--- config.mk ---
export PLATFORM = sky130hd
export DESIGN_NAME = dmem_arbiter_flat
export DESIGN_NICKNAME = d
export VERILOG_FILES = /design/src/rtl/dmem_arbiter_if.sv /design/src/rtl/dmem_arbiter.sv /design/src/flat_wrapper.sv
export SDC_FILE = /design/constraint.sdc
export NUM_CORES = 1
export LEC_CHECK = 0
export BUFFER_PORTS_ARGS = -buffer_cell sky130_fd_sc_hd__buf_2
export CAP_MARGIN = 20
export CELL_PAD_IN_SITES_DETAIL_PLACEMENT = 0
export CELL_PAD_IN_SITES_GLOBAL_PLACEMENT = 1
export CORE_MARGIN = 10
export CORE_UTILIZATION = 26
export DETAILED_ROUTE_END_ITERATION = 8
export PLACE_DENSITY = 0.75
export SYNTH_ARGS = -nofsm -noshare
export SYNTH_HDL_FRONTEND = slang
export SYNTH_SLANG_ARGS = --single-unit
export TNS_END_PERCENT = 5
--- constraint.sdc ---
create_clock -name clk -period 1.7 [get_ports clk]
set_input_delay 0.34 -clock clk [delete_from_list [all_inputs] [get_ports clk]]
set_output_delay 0.34 -clock clk [all_outputs]
set_load 0.005 [all_outputs]
--- src/rtl/dmem_arbiter_if.sv ---
// Bus bundle between the core load/store path, the DMA master and the data memory.
// slave = arbiter view, master = requesters + memory view.
interface dmem_arbiter_if #(
  parameter int DM_ADDRESS = 9,
  parameter int DATA_W     = 32
);
  logic                  c_req, c_we, c_gnt, c_rvalid;
  logic [DM_ADDRESS-1:0] c_addr;
  logic [DATA_W-1:0]     c_wdata, c_rdata;
  logic [2:0]            c_funct3;

  logic                  d_req, d_we, d_lock, d_gnt, d_rvalid;
  logic [DM_ADDRESS-1:0] d_addr;
  logic [DATA_W-1:0]     d_wdata, d_rdata;
  logic [2:0]            d_funct3;

  logic                  MemRead, MemWrite;
  logic [DM_ADDRESS-1:0] a;
  logic [DATA_W-1:0]     wd, rd;
  logic [2:0]            Funct3;

  // Handshake: req and its fields stay stable until the cycle gnt=1; the access
  // happens in that cycle and a load answers with a one-cycle rvalid one cycle later.
  modport slave (
    input  c_req, c_we, c_addr, c_wdata, c_funct3,
    input  d_req, d_we, d_addr, d_wdata, d_funct3, d_lock,
    input  rd,
    output c_gnt, c_rvalid, c_rdata, d_gnt, d_rvalid, d_rdata,
    output MemRead, MemWrite, a, wd, Funct3
  );

  modport master (
    output c_req, c_we, c_addr, c_wdata, c_funct3,
    output d_req, d_we, d_addr, d_wdata, d_funct3, d_lock,
    output rd,
    input  c_gnt, c_rvalid, c_rdata, d_gnt, d_rvalid, d_rdata,
    input  MemRead, MemWrite, a, wd, Funct3
  );
endinterface

--- src/rtl/dmem_arbiter.sv ---
// Two-port arbiter for the single-ported data memory with bounded locked DMA bursts.
// Define DMEM_ARB_RR_EN for round-robin IDLE arbitration (default: fixed core priority).
module dmem_arbiter #(
  parameter int DM_ADDRESS = 9,
  parameter int DATA_W     = 32,
  parameter int MAX_BURST  = 4
) (
  input  logic         clk,
  input  logic         reset,
  dmem_arbiter_if.slave bus,
  output logic [1:0]   dbg_st_o,
  output logic [3:0]   dbg_bcnt_o
);
  typedef enum logic [1:0] {ST_IDLE = 2'd0, ST_BURST = 2'd1, ST_YIELD = 2'd2} st_e;

  localparam logic [3:0] MAX_B = 4'(MAX_BURST);

  st_e                   st_q;
  logic [3:0]            bcnt_q;
  logic                  c_rvalid_q, d_rvalid_q;
  logic [DATA_W-1:0]     c_rdata_q, d_rdata_q;
  logic                  c_gnt_w, d_gnt_w;
  logic [3:0]            bcnt_inc;
  logic                  mem_we;
  logic [DM_ADDRESS-1:0] mem_a;
  logic [DATA_W-1:0]     mem_wd;
  logic [2:0]            mem_f3;
`ifdef DMEM_ARB_RR_EN
  logic                  last_d_q;
`endif

  assign bcnt_inc = bcnt_q + 4'd1;

  // Grants are held low throughout reset so nothing reaches memory in that cycle.
  always_comb begin
    c_gnt_w = 1'b0;
    d_gnt_w = 1'b0;
    if (!reset) begin
      case (st_q)
        ST_IDLE: begin
`ifdef DMEM_ARB_RR_EN
          c_gnt_w = bus.c_req & (~bus.d_req | last_d_q);
`else
          c_gnt_w = bus.c_req;
`endif
          d_gnt_w = bus.d_req & ~c_gnt_w;
        end
        ST_BURST: d_gnt_w = bus.d_req;
        ST_YIELD: c_gnt_w = bus.c_req;
        default: ;
      endcase
    end
  end

  always_comb begin
    mem_we = 1'b0;
    mem_a  = '0;
    mem_wd = '0;
    mem_f3 = '0;
    if (c_gnt_w) begin
      mem_we = bus.c_we;
      mem_a  = bus.c_addr;
      mem_wd = bus.c_wdata;
      mem_f3 = bus.c_funct3;
    end else if (d_gnt_w) begin
      mem_we = bus.d_we;
      mem_a  = bus.d_addr;
      mem_wd = bus.d_wdata;
      mem_f3 = bus.d_funct3;
    end
  end

  assign bus.MemRead  = (c_gnt_w | d_gnt_w) & ~mem_we;
  assign bus.MemWrite = (c_gnt_w | d_gnt_w) & mem_we;
  assign bus.a        = mem_a;
  assign bus.wd       = mem_wd;
  assign bus.Funct3   = mem_f3;
  assign bus.c_gnt    = c_gnt_w;
  assign bus.d_gnt    = d_gnt_w;
  assign bus.c_rvalid = c_rvalid_q;
  assign bus.d_rvalid = d_rvalid_q;
  assign bus.c_rdata  = c_rdata_q;
  assign bus.d_rdata  = d_rdata_q;
  assign dbg_st_o     = st_q;
  assign dbg_bcnt_o   = bcnt_q;

  always_ff @(posedge clk) begin
    if (reset) begin
      st_q       <= ST_IDLE;
      bcnt_q     <= 4'd0;
      c_rvalid_q <= 1'b0;
      d_rvalid_q <= 1'b0;
      c_rdata_q  <= '0;
      d_rdata_q  <= '0;
`ifdef DMEM_ARB_RR_EN
      last_d_q   <= 1'b1;
`endif
    end else begin
      c_rvalid_q <= c_gnt_w & ~bus.c_we;
      d_rvalid_q <= d_gnt_w & ~bus.d_we;
      if (c_gnt_w && !bus.c_we) c_rdata_q <= bus.rd;
      if (d_gnt_w && !bus.d_we) d_rdata_q <= bus.rd;
`ifdef DMEM_ARB_RR_EN
      if (c_gnt_w)      last_d_q <= 1'b0;
      else if (d_gnt_w) last_d_q <= 1'b1;
`endif
      case (st_q)
        ST_IDLE: begin
          if (d_gnt_w && bus.d_lock) begin
            bcnt_q <= 4'd1;
            st_q   <= (MAX_B == 4'd1) ? ST_YIELD : ST_BURST;
          end
        end
        // Reaching the beat limit forces a yield even if the master also drops lock.
        ST_BURST: begin
          if (!bus.d_req) begin
            st_q   <= ST_IDLE;
            bcnt_q <= 4'd0;
          end else if (bcnt_inc == MAX_B) begin
            st_q   <= ST_YIELD;
            bcnt_q <= bcnt_inc;
          end else if (!bus.d_lock) begin
            st_q   <= ST_IDLE;
            bcnt_q <= 4'd0;
          end else begin
            bcnt_q <= bcnt_inc;
          end
        end
        ST_YIELD: begin
          st_q   <= ST_IDLE;
          bcnt_q <= 4'd0;
        end
        default: begin
          st_q   <= ST_IDLE;
          bcnt_q <= 4'd0;
        end
      endcase
    end
  end
endmodule
--- src/flat_wrapper.sv ---
// flat-port wrapper written by rule: the top's interface ports become plain ports
module dmem_arbiter_flat 
#(
  parameter int DM_ADDRESS = 9,
  parameter int DATA_W     = 32,
  parameter int MAX_BURST  = 4
)
  (clk, reset, dbg_st_o, dbg_bcnt_o, bus_c_req, bus_c_we, bus_c_addr, bus_c_wdata, bus_c_funct3, bus_d_req, bus_d_we, bus_d_addr, bus_d_wdata, bus_d_funct3, bus_d_lock, bus_rd, bus_c_gnt, bus_c_rvalid, bus_c_rdata, bus_d_gnt, bus_d_rvalid, bus_d_rdata, bus_MemRead, bus_MemWrite, bus_a, bus_wd, bus_Funct3);
  dmem_arbiter_if #(.DM_ADDRESS(DM_ADDRESS), .DATA_W(DATA_W)) bus_i ();
  input  logic clk;
  input  logic reset;
  output logic [1:0] dbg_st_o;
  output logic [3:0] dbg_bcnt_o;
  input wire logic [$bits(bus_i.c_req)-1:0] bus_c_req;
  input wire logic [$bits(bus_i.c_we)-1:0] bus_c_we;
  input wire logic [$bits(bus_i.c_addr)-1:0] bus_c_addr;
  input wire logic [$bits(bus_i.c_wdata)-1:0] bus_c_wdata;
  input wire logic [$bits(bus_i.c_funct3)-1:0] bus_c_funct3;
  input wire logic [$bits(bus_i.d_req)-1:0] bus_d_req;
  input wire logic [$bits(bus_i.d_we)-1:0] bus_d_we;
  input wire logic [$bits(bus_i.d_addr)-1:0] bus_d_addr;
  input wire logic [$bits(bus_i.d_wdata)-1:0] bus_d_wdata;
  input wire logic [$bits(bus_i.d_funct3)-1:0] bus_d_funct3;
  input wire logic [$bits(bus_i.d_lock)-1:0] bus_d_lock;
  input wire logic [$bits(bus_i.rd)-1:0] bus_rd;
  output wire logic [$bits(bus_i.c_gnt)-1:0] bus_c_gnt;
  output wire logic [$bits(bus_i.c_rvalid)-1:0] bus_c_rvalid;
  output wire logic [$bits(bus_i.c_rdata)-1:0] bus_c_rdata;
  output wire logic [$bits(bus_i.d_gnt)-1:0] bus_d_gnt;
  output wire logic [$bits(bus_i.d_rvalid)-1:0] bus_d_rvalid;
  output wire logic [$bits(bus_i.d_rdata)-1:0] bus_d_rdata;
  output wire logic [$bits(bus_i.MemRead)-1:0] bus_MemRead;
  output wire logic [$bits(bus_i.MemWrite)-1:0] bus_MemWrite;
  output wire logic [$bits(bus_i.a)-1:0] bus_a;
  output wire logic [$bits(bus_i.wd)-1:0] bus_wd;
  output wire logic [$bits(bus_i.Funct3)-1:0] bus_Funct3;
  assign bus_i.c_req = bus_c_req;
  assign bus_i.c_we = bus_c_we;
  assign bus_i.c_addr = bus_c_addr;
  assign bus_i.c_wdata = bus_c_wdata;
  assign bus_i.c_funct3 = bus_c_funct3;
  assign bus_i.d_req = bus_d_req;
  assign bus_i.d_we = bus_d_we;
  assign bus_i.d_addr = bus_d_addr;
  assign bus_i.d_wdata = bus_d_wdata;
  assign bus_i.d_funct3 = bus_d_funct3;
  assign bus_i.d_lock = bus_d_lock;
  assign bus_i.rd = bus_rd;
  assign bus_c_gnt = bus_i.c_gnt;
  assign bus_c_rvalid = bus_i.c_rvalid;
  assign bus_c_rdata = bus_i.c_rdata;
  assign bus_d_gnt = bus_i.d_gnt;
  assign bus_d_rvalid = bus_i.d_rvalid;
  assign bus_d_rdata = bus_i.d_rdata;
  assign bus_MemRead = bus_i.MemRead;
  assign bus_MemWrite = bus_i.MemWrite;
  assign bus_a = bus_i.a;
  assign bus_wd = bus_i.wd;
  assign bus_Funct3 = bus_i.Funct3;
  dmem_arbiter #(.DM_ADDRESS(DM_ADDRESS), .DATA_W(DATA_W), .MAX_BURST(MAX_BURST)) u_core (.clk(clk), .reset(reset), .bus(bus_i), .dbg_st_o(dbg_st_o), .dbg_bcnt_o(dbg_bcnt_o));
endmodule
==> results.cfg <==
[outcome]
status = finished, violations left
violations = setup timing

[sta]
setup_ws_ns = -0.187
hold_viol = 0
rsz0062_at_grt = true
final_max_slew_viol_count = 0
slew_headroom_pct = 73.8
period_needed_ns = 1.89
fmax_mhz = 530
fin_hold_ws_ns = 0.220
finalSetupTns_ns = -7.15
final-setup-viol-count = 46
worst_pin_slew_ns = 0.393
finalCritPeriodShare_pct = 111
clock_skew_ns = 0.00337

[power]
power.density_mw_per_mm2 = 884
p_switching_mw = 1.03
pwr-share-seq_pct = 42.0
totalPowerFinal_mw = 4.28
pwr-share-comb_pct = 14.2
pwr-share-clk_pct = 43.7
p_int_mw = 3.25
irDropWorstVdd_v = 0.000547
p_leak_nw = 2.43
power_switching_share_pct = 24.1

[drt]
drc = 0
drt_iter0_drc = 138
dr_wl_met2_um = 6320
top_layer = met4
routedWlPerCell_um = 16.7
wl_met1_um = 4550
route.met3.wl_um = 1820
post_drt_via_cell_ratio = 4.71
first_pass_iters = 6
num_vias = 3637
ant_nets = 0
wirelength_um = 12900

[logic_synthesis]
netlist_instances = 382
synth_top_area_share_pct = 45.7
syn-num-nets = 511
ys_seq_elements = 72
synth_area_leaders = dfxtp_1, nand2_1, a22o_1
ys_types = 34
synth_area_per_cell_um2 = 8.25
synth_warnings = 0
netlist_area_mm2 = 0.00315
yosysTopAreaCell = dfxtp_1
seq_area_frac_synth_pct = 45.7

[setup_path]
rrSetupSlack_ns = 0.18
endpoint_kind = output port
crit_required_ns = 1.36
crit_type = flip-flop to output port
worst-path-buf-inv = 2
slowest_stage = dfxtp_2
r2r_cells = 6
timing.rr.end = u_core.bus.d_rdata[2]
cp_top_family = simple AND/OR/NAND/NOR gates
path_max_fanout = 23
startpoint_type = flip-flop
reg2reg_from = u_core.dbg_st_o[1]
cp-startpoint = u_core.dbg_st_o[0]
crit_arrival_ns = 1.55
max_stage_delay_ns = 0.32
path_cells = nand2b_4 > and3_4 > buf_12 > a22o_1 > buf_2

[die]
rows = 40
die_h_um = 130
die_w_um = 130
coreArea_mm2 = 0.0120
start_util_pct = 26.4
die_area_mm2 = 0.0169
io_pins = 247

[grt]
grt_pass1_wl_um = 19200
grt_max_degree = 57
antenna_found_initial = 0
grt_usage_pct = 14.2
overflow = 0
first_global_vias = 3638

[final_layout]
area_delta_synth_final_pct = 53.7
instances_no_fill = 773
drive_gt1_share_pct = 45.7
insertedDiodeCount = 0
fillers = 1227
nNetsFinal = 750

[clocking]
worstSkewPairLatency_ns = 0.33
cts_root_buffer = clkbuf_16
clockBufferDepth = 2
cts.sinks = 72
cts_tree = done
cts_buffers = 9
htreeDepth = 3
path_clk_slew_ns = 0.06

[min_path]
hp-start = bus_rd[22]
hold_class = input port to flip-flop
whs_path_depth = 3
whs_endpoint = u_core.bus.c_rdata[22]

[placed_design]
hpwl_um = 10300
io_buffer_count = 246
gp_congestion = 0.833
place_inst = 756

[flow_run]
maxCapViolations = 0
[worst max-delay path by stage]
stage                              to  cells after the start
3_5_place_dp   u_core.bus.d_rdata[19]                      7
3_3_place_gp    u_core.bus.d_rdata[9]                      7
2_1_floorplan           bus_Funct3[0]                      6
4_1_cts                    bus_wd[10]                      5
5_1_grt                    bus_wd[11]                      5
6_report                   bus_wd[12]                      5
[routing by layer]
metal | up-vias | global-route usage [%]
li1 | 1797 | -
met1 | 1651 | 13.8
met2 | 171 | 25.1
met3 | 18 | 6.98
met4 | 0 | 5.82
met5 | - | 0
[worst register-to-register path: cells and delay by family (launching register included)]
kind            cells  cell delay [ns]
buf+inv             3             0.55
compound gates      1             0.16
simple gates        2             0.37
flops               1             0.31
[through the flow]
stage / area, um2 / utilization, % / setup WS (ns)
after floorplan: 3150 / - / 0.116
after global placement: 4510 / 37.7 / 0.0524
after detailed placement: 4510 / 37.7 / 0.0122
after CTS: 4840 / 40.4 / -0.203
after global routing: 4850 / 40.5 / -0.240
final: 4850 / 40.5 / -0.187
[cells in the mapped netlist]
cell type / number
a32oi_1: 1
inv_1: 3
and4_1: 1
buf_6: 11
or3b_1: 1
nor3b_1: 1
nand2_1: 129
o32ai_1: 1
and4bb_2: 1
nand2b_4: 1
nand4b_1: 2
o21ai_1: 18
o22ai_1: 1
buf_4: 5
a22o_1: 45
a21oi_1: 3
buf_2: 6
o21a_1: 1
nand3_1: 2
o31a_1: 1
nor2_2: 2
nor2b_1: 2
nand4_1: 1
and4b_1: 1
nor3_1: 3
o21ai_0: 48
clkbuf_1: 10
or2_2: 1
nor2_1: 2
mux2_2: 1
dfxtp_1: 72
and3_1: 2
nor3_2: 1
ha_1: 2
[power groups by stage]
stage          clock network [mW]  logic, mW  registers, mW
3_3_place_gp                    0      0.608           1.83
4_1_cts                      1.94      0.626           1.80
2_1_floorplan                   0      0.239           1.84
3_5_place_dp                    0      0.614           1.84
5_1_grt                      2.02      0.679           1.81
6_report                     1.87      0.610           1.80
[cells by family (layout without fill, tap and decap cells)]
group | after synthesis | in the layout | synth area share [%]
AOI/OAI and AO/OA | 119 | 119 | 24.7
adders and majority gates | 2 | 2 | 0.794
buffers and inverters | 35 | 279 | 7.62
DFF | 72 | 72 | 45.7
muxes | 1 | 1 | 0.357
and+or+nand+nor | 153 | 153 | 20.8
[cell type report]
| type | count | area [um2] | area share [%] |
|---|---|---|---|
| Clock buffer | 11 | 243 | 5.01 |
| Clock inverter | 5 | 56.3 | 1.16 |
| Inverter | 3 | 11.3 | 0.232 |
| Multi-Input combinational cell | 275 | 1480 | 30.6 |
| Sequential cell | 72 | 1440 | 29.8 |
| Tap cell | 147 | 184 | 3.80 |
| Timing Repair Buffer | 260 | 1430 | 29.4 |
[flip-flops by register name (all words and copies together) (netlist names)]
name	cells
u_core.bus.c_rdata	32
u_core.bus.d_rdata	32
u_core.dbg_bcnt_o	4
u_core.dbg_st_o	2
u_core.bus.c_rvalid	1
u_core.bus.d_rvalid	1
[cells in the final DEF, fill, tap and decap left out, drive strengths merged, types with 2 or more instances in the layout]
cell type,n
buf,260
a21oi,3
nand3,2
a22o,45
dfxtp,72
nor2b,2
clkbuf,11
ha,2
clkinv,3
nand4b,2
inv,3
and3,2
nor3,4
nand2,129
o21ai,66
nor2,4
[timing repair]
| item | in CTS | in global routing |
|---|---|---|
| cloned | 1 | 0 |
| hold buffers | 0 | 0 |
| buffers inserted | 0 | 0 |
| gates resized for setup | 3 | 2 |
| pin swaps | 1 | 25 |
| setup endpoints to repair | 47 | 48 |
(Power assumes the default switching activity.)
